**src/rtl/watch_disp_pkg.sv**
```systemverilog
// Shared types and segment constants for the watch display path.
// Segment encodings are active-low {g,f,e,d,c,b,a}.
package watch_disp_pkg;

   typedef logic [6:0] digit_t;
   typedef logic [6:0] seg_t;

   localparam int NUM_DIGITS = 4;

   localparam seg_t SEG_BLANK = 7'h7F;
   localparam seg_t SEG_DASH  = 7'h3F;

   localparam seg_t SEG_GLYPH [10] = '{
      7'h40,   // 0
      7'h79,   // 1
      7'h24,   // 2
      7'h30,   // 3
      7'h19,   // 4
      7'h12,   // 5
      7'h02,   // 6
      7'h78,   // 7
      7'h00,   // 8
      7'h10    // 9
   };

endpackage

```
**src/rtl/seg7_decode.sv**
```systemverilog
// Combinational digit-to-segment decoder; anything above 9 renders as a dash.
module seg7_decode
   import watch_disp_pkg::*;
(
   input  logic [6:0] digit,
   output logic [6:0] seg
);

   always_comb begin
      seg = SEG_DASH;
      if (digit < 7'd10) begin
         seg = SEG_GLYPH[digit[3:0]];
      end
   end

endmodule

```
**src/rtl/seg7_scan_drv.sv**
```systemverilog
// Multiplexed 4-digit seven-segment scanner with double-buffered digits and colon blink.
// Optional macro SEG_LEADING_ZERO_BLANK_EN blanks slot 0 when the leftmost digit is 0.
module seg7_scan_drv
   import watch_disp_pkg::*;
#(
   parameter int CLK_DIV   = 50000,
   parameter int GUARD     = 1,
   parameter int BLINK_DIV = 125
) (
   input  logic       clk,
   input  logic       rst_n,
   input  logic [6:0] dig0,
   input  logic [6:0] dig1,
   input  logic [6:0] dig2,
   input  logic [6:0] dig3,
   input  logic       load,
   input  logic       colon_en,
   output logic [6:0] seg,
   output logic       dp,
   output logic [3:0] an,
   output logic       frame_done
);

   localparam int DIV_W = (CLK_DIV > 1) ? $clog2(CLK_DIV) : 1;
   localparam int BLK_W = (BLINK_DIV > 1) ? $clog2(BLINK_DIV) : 1;
   localparam logic [DIV_W-1:0] DIV_LAST = DIV_W'(CLK_DIV - 1);
   localparam logic [BLK_W-1:0] BLK_LAST = BLK_W'(BLINK_DIV - 1);

   logic [DIV_W-1:0] div_cnt_q, div_cnt_d;
   logic [1:0]       slot_q, slot_d;
   logic [BLK_W-1:0] frame_cnt_q, frame_cnt_d;
   logic             colon_ph_q, colon_ph_d;

   seg_t             seg_q, seg_d;
   logic             dp_q, dp_d;
   logic [3:0]       an_q, an_d;
   logic             frame_done_q, frame_done_d;

   logic             div_last;
   logic             frame_end;
   logic             guard_on;

   digit_t [NUM_DIGITS-1:0] dig_in;
   digit_t [NUM_DIGITS-1:0] active_vec;
   seg_t   [NUM_DIGITS-1:0] glyph_vec;

   assign dig_in = {dig3, dig2, dig1, dig0};

   // The frame boundary is the terminal count of slot 3; active regs swap exactly there.
   assign div_last  = (div_cnt_q == DIV_LAST);
   assign frame_end = div_last && (slot_q == 2'd3);
   assign guard_on  = (int'(div_cnt_q) < GUARD);

   genvar gi;
   generate
      for (gi = 0; gi < NUM_DIGITS; gi++) begin : g_digit
         digit_t shadow_q, shadow_d;
         digit_t active_q, active_d;

         // A load landing on the boundary flows through shadow_d straight into active.
         always_comb begin
            shadow_d = load ? dig_in[gi] : shadow_q;
            active_d = frame_end ? shadow_d : active_q;
         end

         always_ff @(posedge clk or negedge rst_n) begin
            if (!rst_n) begin
               shadow_q <= '0;
               active_q <= '0;
            end else begin
               shadow_q <= shadow_d;
               active_q <= active_d;
            end
         end

         assign active_vec[gi] = active_q;

         seg7_decode u_decode (
            .digit (active_q),
            .seg   (glyph_vec[gi])
         );
      end
   endgenerate

   always_comb begin
      div_cnt_d    = div_last ? '0 : div_cnt_q + 1'b1;
      slot_d       = div_last ? slot_q + 2'd1 : slot_q;
      frame_cnt_d  = frame_cnt_q;
      colon_ph_d   = colon_ph_q;
      if (frame_end) begin
         if (frame_cnt_q == BLK_LAST) begin
            frame_cnt_d = '0;
            colon_ph_d  = ~colon_ph_q;
         end else begin
            frame_cnt_d = frame_cnt_q + 1'b1;
         end
      end

      seg_d = glyph_vec[slot_q];
`ifdef SEG_LEADING_ZERO_BLANK_EN
      if ((slot_q == 2'd0) && (active_vec[0] == 7'd0)) begin
         seg_d = SEG_BLANK;
      end
`endif
      an_d         = guard_on ? 4'hF : ~(4'b0001 << slot_q);
      dp_d         = ~((slot_q == 2'd1) && colon_en && colon_ph_q && !guard_on);
      frame_done_d = frame_end;
   end

   always_ff @(posedge clk or negedge rst_n) begin
      if (!rst_n) begin
         div_cnt_q    <= '0;
         slot_q       <= '0;
         frame_cnt_q  <= '0;
         colon_ph_q   <= 1'b0;
         seg_q        <= SEG_BLANK;
         dp_q         <= 1'b1;
         an_q         <= 4'hF;
         frame_done_q <= 1'b0;
      end else begin
         div_cnt_q    <= div_cnt_d;
         slot_q       <= slot_d;
         frame_cnt_q  <= frame_cnt_d;
         colon_ph_q   <= colon_ph_d;
         seg_q        <= seg_d;
         dp_q         <= dp_d;
         an_q         <= an_d;
         frame_done_q <= frame_done_d;
      end
   end

   assign seg        = seg_q;
   assign dp         = dp_q;
   assign an         = an_q;
   assign frame_done = frame_done_q;

endmodule

```
**config.mk**
```make
export PLATFORM = sky130hd
export DESIGN_NAME = seg7_scan_drv
export DESIGN_NICKNAME = d
export VERILOG_FILES = /design/src/rtl/watch_disp_pkg.sv /design/src/rtl/seg7_decode.sv /design/src/rtl/seg7_scan_drv.sv
export SDC_FILE = /design/constraint.sdc
export NUM_CORES = 1
export LEC_CHECK = 0
export BUFFER_PORTS_ARGS = -buffer_cell sky130_fd_sc_hd__buf_2
export CAP_MARGIN = 20
export CORE_UTILIZATION = 59
export DETAILED_ROUTE_END_ITERATION = 12
export HOLD_SLACK_MARGIN = 0.15
export PLACE_DENSITY = 0.92
export SYNTH_ARGS = -nofsm -noshare
export SYNTH_HDL_FRONTEND = slang
export SYNTH_SLANG_ARGS = --single-unit
```
**constraint.sdc**
```tcl
create_clock -name clk -period 3.2 [get_ports clk]
set_clock_uncertainty 0.2 [all_clocks]
set_input_delay 0.64 -clock clk [delete_from_list [all_inputs] [get_ports clk]]
set_output_delay 0.64 -clock clk [all_outputs]
set_load 0.05 [all_outputs]
```
==> Word level (Yosys, flattened, before mapping) <==
Memories as Yosys holds them, arrays and structs flattened.
Index checks and enable logic that the tools add are counted.
Widths: inputs -> output; s select.
{ "op_classes": {"muxes": 21, "addsub": 3, "n_reduce_logical": 6, "n_bitwise": 7, "order_cmp": 10, "eq_ne": 4, "n_shift": 1} }
{ "ops": {"columns": ["op", "n"], "rows": [
  ["$mux 7", 18],
  ["$lt 7x4->1 const B", 4],
  ["$ge 5x5->1 const B", 4],
  ["$not 4->5", 4],
  ["$add 16x1->16 const B", 1],
  ["$eq 16x16->1 const B", 1],
  ["$lt 16x1->1 const B", 1],
  ["$mux 16", 1],
  ["$bmux 7 s2", 1],
  ["$add 7x1->7 const B", 1],
  ["$eq 7x7->1 const B", 1],
  ["$logic_and 1x1->1", 4],
  ["$mux 4", 1],
  ["$not 4->4", 1],
  ["$shl 1x2->4 const A", 1],
  ["$lt 2x3->1 const B", 1],
  ["$add 2x1->2 const B", 1],
  ["$eq 2x1->1 const B", 1],
  ["$eq 2x2->1 const B", 1],
  ["$not 1->1", 2],
  ["$reduce_and 2->1", 1],
  ["$logic_not 1->1", 1]
]} }
{ "totals": {"in_bits": 32, "mem_bits_ro": 448, "register_bits": 95, "n_memories": 4} }
{ "mem_list": {"columns": ["name", "depth", "width", "rd", "rd_clocked_by_memory_dff", "wr", "line", "rtl"], "rows": [
  ["(no name shown)", 16, 7, 1, 0, 0, "seg7_decode.sv:12", "seg = SEG_GLYPH[digit[3:0]];"],
  ["(no name shown)", 16, 7, 1, 0, 0, "seg7_decode.sv:12", null],
  ["(no name shown)", 16, 7, 1, 0, 0, "seg7_decode.sv:12", null],
  ["(no name shown)", 16, 7, 1, 0, 0, "seg7_decode.sv:12", null]
]} }

==> Logic depth before layout (Yosys ltp) <==
Gate-level depths: netlist (run 1).
{ "logic_depth": {"ltp_word": 7, "ltp_mapped": 7, "mapped_depth_nobuf": 6} }

==> Modules after synthesis <==
A second synthesis (run 1) with hierarchy kept.
{ "hier_totals": {"hier_cells": 395, "hier_area_um2": 4800.9} }
{ "by_module_without_submodules": {"columns": ["module", "instances", "cells_per_inst", "seq_area_each_um2", "area_per_inst_um2"], "rows": [
  ["seg7_scan_drv", 1, 279, 2392.3, 3955.0],
  ["seg7_decode", 4, 29, 0.0, 211.5]
]} }

==> Worst setup path before layout (run 1) <==
Ideal clock, no wire load.
{ "synth_path": {"kind": "flip-flop to flip-flop", "from": "register slot_q[1]", "to": "register frame_cnt_q[4]", "arrival_ps": 1930, "path_buffers": 1, "setup_time_ps": 119, "period_less_slack_ps": 2249, "path_stages_with_launch": 7, "slack_ps": 951, "path_cell_list": "dfrtp_1 -> ha_1 -> or4b_1 -> or4_1 -> buf_2 -> a211o_1 -> o21a_1"} }
{ "synth_via": {"elab_chain_cells": 2} }
{ "synth_lines": {"columns": ["element", "line", "rtl"], "rows": [
  ["start, declared", "seg7_scan_drv.sv:30", "logic [1:0] slot_q, slot_d;"],
  ["start signal, assigned", "seg7_scan_drv.sv:122", "slot_q <= slot_d;"],
  ["$eq 2x2->1", "seg7_scan_drv.sv:51", "assign frame_end = div_last && (slot_q == 2'd3);"],
  ["$logic_and 1x1->1", "seg7_scan_drv.sv:51", null],
  ["end signal, assigned", "seg7_scan_drv.sv:123", "frame_cnt_q <= frame_cnt_d;"],
  ["end, declared", "seg7_scan_drv.sv:31", "logic [BLK_W-1:0] frame_cnt_q, frame_cnt_d;"]
]} }
Every way passes these cells.
A chain may end at the register's enable or synchronous reset.

==> Worst setup path after layout (run 1) <==
{ "layout_path": {"from": "register slot_q[0]", "to": "register frame_cnt_q[2]"} }
Same word-level chain as after synthesis.

==> results of run 1 <==
==> cell usage after synthesis, types with 2 or more instances <==
cell type,number
o21ai_0,28
inv_1,16
a21oi_1,5
nand3_1,20
clkbuf_1,10
a32oi_1,5
nor2b_1,6
xnor2_1,8
and4_1,2
a31oi_1,6
o211ai_1,3
dfrtp_1,83
ha_1,28
nor4_4,2
or4_1,3
mux2_2,29
and2_1,3
xor2_1,7
nand4_1,8
nand2_1,89
and3_1,4
or4b_1,2
nand3b_1,3
dfstp_2,12
nor2_1,20
mux2i_1,5
buf_2,8
nand2b_1,4
a22oi_1,3
nor3_1,7
nor4_1,2
==> final timing paths <==
check	depth (start not counted)	end	slack (ns)	start
worst max register to register	6	frame_cnt_q[2]$_DFFE_PN0P_	0.41	slot_q[0]$_DFFE_PN0N_
min in group asynchronous	2	g_digit[1].active_q[2]$_DFFE_PN0P_	0.58	rst_n
worst min register to register	2	g_digit[1].active_q[5]$_DFFE_PN0P_	0.27	g_digit[1].active_q[5]$_DFFE_PN0P_
worst max-delay path	6	frame_cnt_q[2]$_DFFE_PN0P_	0.41	slot_q[0]$_DFFE_PN0N_
worst min-delay path	2	dp$_DFF_PN1_	0.26	colon_en
max in group asynchronous	3	seg[0]$_DFF_PN1_	1.43	rst_n
==> kinds of logic (layout without fill, tap and decap cells) <==
| kind of cell | count (synthesis) | in the layout | share of synthesized area [%] |
|---|---|---|---|
| AND/OR/NAND/NOR | 179 | 179 | 18.8 |
| flip-flops | 95 | 95 | 51.6 |
| AO/OA/AOI/OAI | 59 | 59 | 7.87 |
| buffers and inverters | 36 | 83 | 3.29 |
| multiplexers | 34 | 34 | 8.12 |
| adder cells (fa/ha/maj) | 28 | 28 | 7.55 |
| XOR/XNOR | 15 | 15 | 2.83 |
==> what timing repair did <==
item	in CTS	in global routing
hold buffers	1	0
setup endpoints to repair	0	0
endpoints found under the hold margin	39	0
==> stage by stage <==
stage	total power [mW]	hold slack, ns	util, %
finish	2.14	0.257	69.4
global route	2.22	0.240	69.4
CTS	2.15	0.246	69.4
detailed placement	1.37	0.258	66.6
global placement	1.36	0.251	66.6
floorplan	1.31	0.144	-
==> final cells by class <==
cell class,instances,area [um^2]
multi-input combinational,315,2100
clock buffer,11,141
clock inverter,5,56.3
timing repair buffer,50,270
inverter,17,63.8
tap,99,124
sequential,95,2390
fill,542,2260
==> flip-flops by register name, summed over array words and instances (netlist names) <==
name              count
an                    4
seg                   7
frame_done            1
div_cnt_q            16
colon_ph_q            1
g_digit.shadow_q     28
slot_q                2
g_digit.active_q     28
frame_cnt_q           7
dp                    1
==> routing by layer <==
layer  wire length, um  vias up  GRT usage (%)
li1                  -     1617              -
met1              3820     1672           30.3
met2              4850      138           42.7
met3               561       38           6.65
met4               369        0           12.5
met5                 0        -              0
==> power by group through the flow <==
stage,Clock (mW),Combinational [mW],Sequential [mW]
finish,0.793,0.103,1.24
global route,0.860,0.114,1.25
CTS,0.805,0.105,1.24
detailed placement,0,0.103,1.27
global placement,0,0.0971,1.27
floorplan,0,0.0503,1.26
==> results.json, run 1 <==
{
  "dp_hpwl_um": 6750,
  "critPathMaxStageDelay_ns": 0.58,
  "ys_async_sr_fraction_pct": 100,
  "drc": 0,
  "setup_violations": 0,
  "die_y_um": 90.7,
  "firstDrtPassIters": 5,
  "via_count": 3465,
  "final_common_cell": "nand2_1",
  "antenna_found_initial": 0,
  "peakVddDrop_mv": 0.239,
  "insertedDiodeCount": 0,
  "numCtsBuffers": 9,
  "cp_max_fo": 22,
  "min_period_ns": 2.79,
  "hold_path.class": "input pin to register",
  "yosys.area.top_type": "dfrtp_1",
  "switching_power_mw": 0.473,
  "synth.area.top_cells": "dfrtp_1 45%, ha_1 7.5%, nand2_1 7.2%",
  "routabilityCongestion": 0.962,
  "dp_slack_ns": 0.544,
  "placementRows": 31,
  "final.setup.tns_ns": 0,
  "clock_latency_ns": 0.37,
  "crit_top_cell": "o21ai_0",
  "wl_per_cell_um": 16.2,
  "grt_pass1_vias": 3498,
  "arrival_ns": 2.80,
  "initial_utilization_pct": 62.6,
  "ant_nets": 0,
  "clkPwrFrac_pct": 37.1,
  "power.internal_mw": 1.67,
  "synth-seq-cells": 95,
  "syn2layout_area_growth_pct": 10.8,
  "track_usage_pct": 25.4,
  "io_pins": 45,
  "cp_cell_sequence": "ha_1 -> or4b_1 -> or4_1 -> buf_4 -> o21ai_0 -> o21ai_0",
  "port_buffers": 44,
  "synth_top_area_share_pct": 44.8,
  "clockBufferDepth": 2,
  "final_cell_area_um2": 5140,
  "syn_avg_cell_area_um2": 10.4,
  "stdcell_count": 592,
  "status": "finished, final reports clean",
  "p_leak_nw": 2.34,
  "grt_overflow": 0,
  "cp_slowest_cell": "or4_1",
  "die_w_um": 90.7,
  "fin_ws_ns": 0.414,
  "endpoint_kind": "register",
  "drt_iter0_markers": 209,
  "critPathTopFamily": "simple AND/OR/NAND/NOR gates",
  "comb_power_share_pct": 4.8,
  "yosysSeqAreaShare_pct": 51.6,
  "pwr-share-seq_pct": 58.1,
  "h-tree-depth": 3,
  "cts_resized": 0,
  "die-area_um2": 8220,
  "yosys_warnings": 0,
  "ys_types": 46,
  "ys.flop_type": "dfrtp_1",
  "tightestPinTransition_ns": 0.667,
  "finalCritPeriodShare_pct": 87.1,
  "placed_area_um2": 4940,
  "timing.fmax_mhz": 359,
  "dp.cells": 575,
  "drive_gt1_share_pct": 22.1,
  "maxSlewHeadroom_pct": 55.6,
  "grt_max_degree": 42,
  "cts_sinks": 95,
  "vias_per_cell": 5.85,
  "postCtsSetupBuffers": 0,
  "rsz0062_at_grt": "no",
  "cp_num_buf_inv": 1,
  "power.density_nw_per_um2": 416,
  "required_ns": 3.22,
  "synth_edf_count": 0,
  "cts_tree": "yes",
  "syn_area_um2": 4640,
  "clk_pin_slew_ns": 0.09,
  "final_cell_mix": "89 x nand2_1, 83 x dfrtp_1, 43 x buf_2",
  "switching_share_pct": 22.1,
  "drv_slew": 0,
  "final_nets": 548,
  "synth_cells": 446,
  "finalWirelength_um": 9600,
  "start_kind": "register",
  "syn-num-nets": 506,
  "drv_cap": 0,
  "root_buffer": "clkbuf_8",
  "grt_pass1_wl_um": 16400,
  "final_hold_viol_count": 0,
  "core_area_um2": 7410,
  "path_class": "register to register"
}
(Power assumes the default switching activity.)
==> run 2: changes to the inputs <==
- CELL_PAD_IN_SITES_DETAIL_PLACEMENT: unset -> 0
- CELL_PAD_IN_SITES_GLOBAL_PLACEMENT: unset -> 1
- CORE_UTILIZATION: 59 -> 47
- GPL_TIMING_DRIVEN: unset -> 0
==> run 2 against run 1 <==
  * Power fell by 0.86%
  * Flip-flop and latch count did not move
  * Count of clock-buffer cells in the layout fell by 2
  * Die area rose by 25%
  * Combinational power barely moved
  * Final cell count rose by 7.4%
  * Sequential power barely moved
  * Global-route usage fell by 5.3 points
  * First-iteration DRC count fell by 41%
  * Clock power fell by 2.6%
  * Critical path depth rose by 1
  * Cell area rose by 2.0%
==> results.json, run 2 (synthesis gave the netlist of run 1 again) <==
{
  "r2r-start": "slot_q[1]$_DFFE_PN0N_",
  "path_class": "register to register",
  "tightestPinTransition_ns": 0.664,
  "port_buffers": 43,
  "numCtsBuffers": 9,
  "fillCellCount": 830,
  "cp_slowest_cell": "dfrtp_1",
  "cts_tree": "yes",
  "cp_cell_sequence": "ha_1 -> or4b_1 -> or4_1 -> buf_2 -> buf_2 -> nand2_1 -> nand2_1",
  "final_nets": 562,
  "final_common_cell": "nand2_1",
  "placementRows": 35,
  "routabilityCongestion": 0.974,
  "core_area_um2": 9420,
  "critPathMaxStageDelay_ns": 0.49,
  "final_cell_area_um2": 5250,
  "setup_violations": 0,
  "r2r_slack_ns": 0.66,
  "status": "finished, final reports clean",
  "drv_slew": 0,
  "firstDrtPassIters": 4,
  "postCtsSetupBuffers": 0,
  "final_hold_viol_count": 0,
  "root_buffer": "clkbuf_8",
  "p_leak_nw": 2.36,
  "peakVddDrop_mv": 0.284,
  "dp_hpwl_um": 6850,
  "wl_per_cell_um": 14.7,
  "hold_path.class": "input pin to register",
  "clockBufferDepth": 2,
  "die-area_um2": 10300,
  "rsz0062_at_grt": "no",
  "drt_iter0_markers": 124,
  "start_kind": "register",
  "cts_resized": 0,
  "reg2reg_to": "g_digit[1].active_q[2]$_DFFE_PN0P_",
  "finalCritPeriodShare_pct": 79.5,
  "min_period_ns": 2.54,
  "cts_hold_buf": 1,
  "antenna_found_initial": 0,
  "via_count": 3388,
  "final_cell_mix": "89 x nand2_1, 83 x dfrtp_1, 50 x buf_2",
  "grt_overflow": 0,
  "placed_area_um2": 5050,
  "multi_input_area_um2": 2100,
  "timing.fmax_mhz": 393,
  "grt_pass1_vias": 3435,
  "initial_utilization_pct": 49.3,
  "endpoint": "g_digit[1].active_q[2]$_DFFE_PN0P_",
  "reg2reg_depth": 7,
  "clk_pin_slew_ns": 0.10,
  "cp_max_fo": 10,
  "syn2layout_area_growth_pct": 13.0,
  "ant_nets": 0,
  "grt_pass1_wl_um": 16000,
  "vias_per_cell": 5.33,
  "cts_sinks": 95,
  "required_ns": 3.25,
  "arrival_ns": 2.60,
  "grt_max_degree": 62,
  "insertedDiodeCount": 0,
  "cp-startpoint": "slot_q[1]$_DFFE_PN0N_",
  "final.setup.tns_ns": 0,
  "clock_latency_ns": 0.37,
  "maxSlewHeadroom_pct": 55.8,
  "io_pins": 45,
  "finalWirelength_um": 9350,
  "die_y_um": 101,
  "die_w_um": 101,
  "drv_cap": 0,
  "drive_gt1_share_pct": 22.5,
  "ff_latch_area_um2": 2390,
  "endpoint_kind": "register",
  "track_usage_pct": 20.1,
  "top_regs": "g_digit.active_q (28), g_digit.shadow_q (28), div_cnt_q (16)",
  "h-tree-depth": 3,
  "power.density_nw_per_um2": 404,
  "drc": 0
}
-- run 2: cell count changes in the layout (fill, tap and decap cells not counted), sizes merged --
cell      before  now
buf           49   53
bufinv         1    0
clkbuf        11   19
clkinv         3    2
clkinvlp       1    2
inv           17   20
-- run 2: stage by stage --
| stage | worst slack, ns | utilization [%] | instances | hold WS [ns] | total power, mW |
|---|---|---|---|---|---|
| final | 0.656 | 55.7 | 636 | 0.233 | 2.12 |
| after floorplan | 0.951 | - | 446 | 0.144 | 1.31 |
| after global placement | 0.454 | 53.3 | 618 | 0.254 | 1.36 |
| after global routing | 0.530 | 55.7 | 636 | 0.246 | 2.20 |
| after detailed placement | 0.608 | 53.6 | 619 | 0.262 | 1.38 |
| after CTS | 0.656 | 55.7 | 636 | 0.227 | 2.14 |
-- run 2: cell type report --
cell class | count | share of cell area (%)
multi-input combinational | 315 | 40.0
clock inverter | 7 | 1.22
tap | 129 | 3.08
clock buffer | 9 | 2.36
timing repair buffer | 45 | 4.87
inverter | 17 | 1.22
sequential | 95 | 45.6
buffer | 19 | 1.69
-- run 2: worst max-delay path, delay by kind of cell (launching register included) --
kind,cells,cell delay [ns]
adders and majority gates,1,0.32
buffers and inverters,2,0.38
DFF,1,0.49
and+or+nand+nor,4,1.05
-- run 2: report_power, final --
group          switching, mW  total [mW]  internal (mW)
clock                  0.471       0.772          0.301
combinational         0.0546       0.105         0.0506
sequential           0.00887        1.24           1.24
total                  0.535        2.12           1.59
-- run 2: how the worst min path moves through the flow --
stage / depth (start not counted) / startpoint / endpoint / slack (ns)
after detailed placement: 2 / g_digit[3].active_q[4]$_DFFE_PN0P_ / g_digit[3].active_q[4]$_DFFE_PN0P_ / 0.26
after global placement: 2 / g_digit[1].active_q[6]$_DFFE_PN0P_ / g_digit[1].active_q[6]$_DFFE_PN0P_ / 0.25
after floorplan: 0 / rst_n / colon_ph_q$_DFFE_PN0P_ / 0.14
after CTS: 2 / colon_en / dp$_DFF_PN1_ / 0.23
after global routing: 2 / colon_en / dp$_DFF_PN1_ / 0.25
final: 2 / colon_en / dp$_DFF_PN1_ / 0.23
-- run 2: layer usage --
layer	global-route usage, %	share of wire, %	vias up
li1	-	-	1641
met1	25.6	44	1644
met2	34.9	50	82
met3	2.83	4.0	21
met4	7.80	2.2	0
met5	0	0	-
==> run 3: changes to the inputs <==
- CORE_UTILIZATION: 47 -> 42
- PLACE_DENSITY: 0.92 -> 0.88
- clock period: 3.2 -> 2.2 ns (I/O delays scaled with it)
==> run 3 against run 2 <==
  * The run now ends with negative setup slack left
  * Utilization decreased by 2.6 points
  * Wire length increased by 5.8%
  * Count of clock-buffer cells in the layout increased by 2
  * Sequential share of layout area decreased by 3.8 points
  * Critical path depth is 2 lower
  * Non-clock buffer count grew 41
  * Global-route usage decreased by 1.6 points
  * Largest cell class unchanged
  * Largest power group unchanged
==> results.json, run 3 (synthesis gave the netlist of run 1 again) <==
{
  "finalWirelength_um": 9900,
  "drv_slew": 0,
  "port_buffers": 43,
  "drv_cap": 0,
  "pwr-share-seq_pct": 58.2,
  "numCtsBuffers": 9,
  "cp_slowest_cell": "or4_4",
  "fin_ws_ns": -0.0640,
  "peakVddDrop_mv": 0.255,
  "endpoint_kind": "register",
  "final.setup.tns_ns": -0.187,
  "via_count": 3494,
  "clockBufferDepth": 2,
  "final_cell_mix": "89 x nand2_1, 80 x dfrtp_1, 42 x buf_2",
  "final_hold_viol_count": 0,
  "clock_latency_ns": 0.37,
  "routabilityCongestion": 0.879,
  "ant_nets": 0,
  "setup_violations": 10,
  "maxSlewHeadroom_pct": 55.2,
  "drive_gt1_share_pct": 24.6,
  "status": "complete, but fails checks",
  "cts_sinks": 95,
  "final_nets": 603,
  "min_period_ns": 2.26,
  "h-tree-depth": 3,
  "initial_utilization_pct": 43.0,
  "required_ns": 2.25,
  "switching_power_mw": 0.722,
  "power.density_nw_per_um2": 542,
  "root_buffer": "clkbuf_8",
  "cp_max_fo": 8,
  "syn2layout_area_growth_pct": 23.5,
  "power.internal_mw": 2.38,
  "crit_top_cell": "or4_4",
  "antenna_found_initial": 0,
  "die_y_um": 107,
  "track_usage_pct": 18.5,
  "timing.fmax_mhz": 442,
  "grt_pass1_vias": 3392,
  "drt_iter0_markers": 133,
  "placementRows": 38,
  "grt_max_degree": 59,
  "path_class": "register to register",
  "switching_share_pct": 23.3,
  "firstDrtPassIters": 4,
  "dp_slack_ns": -0.213,
  "wl_per_cell_um": 14.4,
  "io_pins": 45,
  "vias_per_cell": 5.08,
  "dp.cells": 630,
  "post-route-util_pct": 53.1,
  "dp_hpwl_um": 6730,
  "final_common_cell": "nand2_1",
  "die-area_um2": 11500,
  "p_leak_nw": 2.58,
  "grt_pass1_wl_um": 16500,
  "clkPwrFrac_pct": 35.7,
  "critPathMaxStageDelay_ns": 0.57,
  "core_area_um2": 10800,
  "insertedDiodeCount": 0,
  "drc": 0,
  "cp_cell_sequence": "buf_6 -> or4_4 -> or4_4 -> a211o_1 -> o21a_1",
  "top_regs": "g_digit.active_q (28), g_digit.shadow_q (28), div_cnt_q (16)",
  "stdcell_count": 688,
  "die_w_um": 107,
  "tightestPinTransition_ns": 0.672,
  "hold_path.class": "register to register",
  "clk_pin_slew_ns": 0.09,
  "arrival_ns": 2.32,
  "cts_tree": "yes",
  "finalCritPeriodShare_pct": 103,
  "violations": "negative setup slack",
  "grt_overflow": 0,
  "start_kind": "register",
  "comb_power_share_pct": 6.1,
  "rsz0062_at_grt": "yes"
}
## run 3: changes by cell type in the layout (fill, tap and decap cells not counted), moves of 2 or more
cell           delta
buf_6             +4
clkbuf_8          +2
buf_2             -8
dfrtp_2           +3
dlygate4sd3_1    +29
or4_4             +2
clkinv_2          +2
o21ai_1           +2
o21ai_0           -2
inv_8             -2
or4_1             -2
dfrtp_1           -3
buf_4            +14
## run 3: final timing paths
path / from / end / slack [ns] / cells after the start
worst max register to register: div_cnt_q[5]$_DFF_PN0_ / frame_cnt_q[4]$_DFFE_PN0P_ / -0.06 / 5
worst min-delay path: g_digit[2].active_q[5]$_DFFE_PN0P_ / g_digit[2].active_q[5]$_DFFE_PN0P_ / 0.28 / 2
max in group asynchronous: rst_n / an[0]$_DFF_PN1_ / 0.73 / 3
worst min register to register: g_digit[2].active_q[5]$_DFFE_PN0P_ / g_digit[2].active_q[5]$_DFFE_PN0P_ / 0.28 / 2
worst max-delay path: div_cnt_q[5]$_DFF_PN0_ / frame_cnt_q[4]$_DFFE_PN0P_ / -0.06 / 5
min in group asynchronous: rst_n / g_digit[2].shadow_q[6]$_DFF_PN0_ / 0.36 / 2
## run 3: final cells by class
class / count / area, um^2
plain buffers: 18 / 121
clock inverters: 5 / 38.8
inverters: 17 / 65.1
repair buffers: 87 / 664
well taps: 140 / 175
fillers: 960 / 5060
multi-input cells: 315 / 2120
clock buffers: 11 / 151
flip-flops and latches: 95 / 2400
## run 3: layer usage
layer	track usage [%]	part of all wire, %	vias to the layer above
met4	5.28	1.3	0
met1	25.9	50	1711
li1	-	-	1722
met5	0	0	-
met2	29.2	47	50
met3	3.71	2.6	11
## run 3: metrics by stage
stage	cell area, um^2	hold slack, ns	total power, mW
6_report	5730	0.277	3.11
5_1_grt	5730	0.302	3.24
4_1_cts	5630	0.282	3.15
3_5_place_dp	5070	0.244	2.00
3_3_place_gp	5040	0.255	1.98
2_1_floorplan	4650	-0.0556	1.91
## run 3: repair_timing
| item | 4_1_cts | 5_1_grt |
|---|---|---|
| hold buffers | 30 | 0 |
| pin swaps | 2 | 5 |
| resized for setup | 8 | 21 |
| setup buffers | 6 | 6 |
| endpoints found under the setup margin | 36 | 45 |
| cloned | 0 | 1 |
| endpoints found under the hold margin | 59 | 0 |
## run 3: worst max-delay path: cells and delay by family (launching register included)
kind / cells / cell delay (ns)
and+or+nand+nor: 2 / 1.08
DFF: 1 / 0.39
AOI/OAI and AO/OA: 2 / 0.35
buffers and inverters: 1 / 0.14
## run 3: power groups by stage
| stage | combinational [mW] | clock (mW) | sequential [mW] |
|---|---|---|---|
| detailed placement | 0.154 | 0 | 1.84 |
| global route | 0.213 | 1.21 | 1.81 |
| global placement | 0.143 | 0 | 1.84 |
| finish | 0.191 | 1.11 | 1.81 |
| floorplan | 0.0731 | 0 | 1.84 |
| CTS | 0.195 | 1.15 | 1.81 |
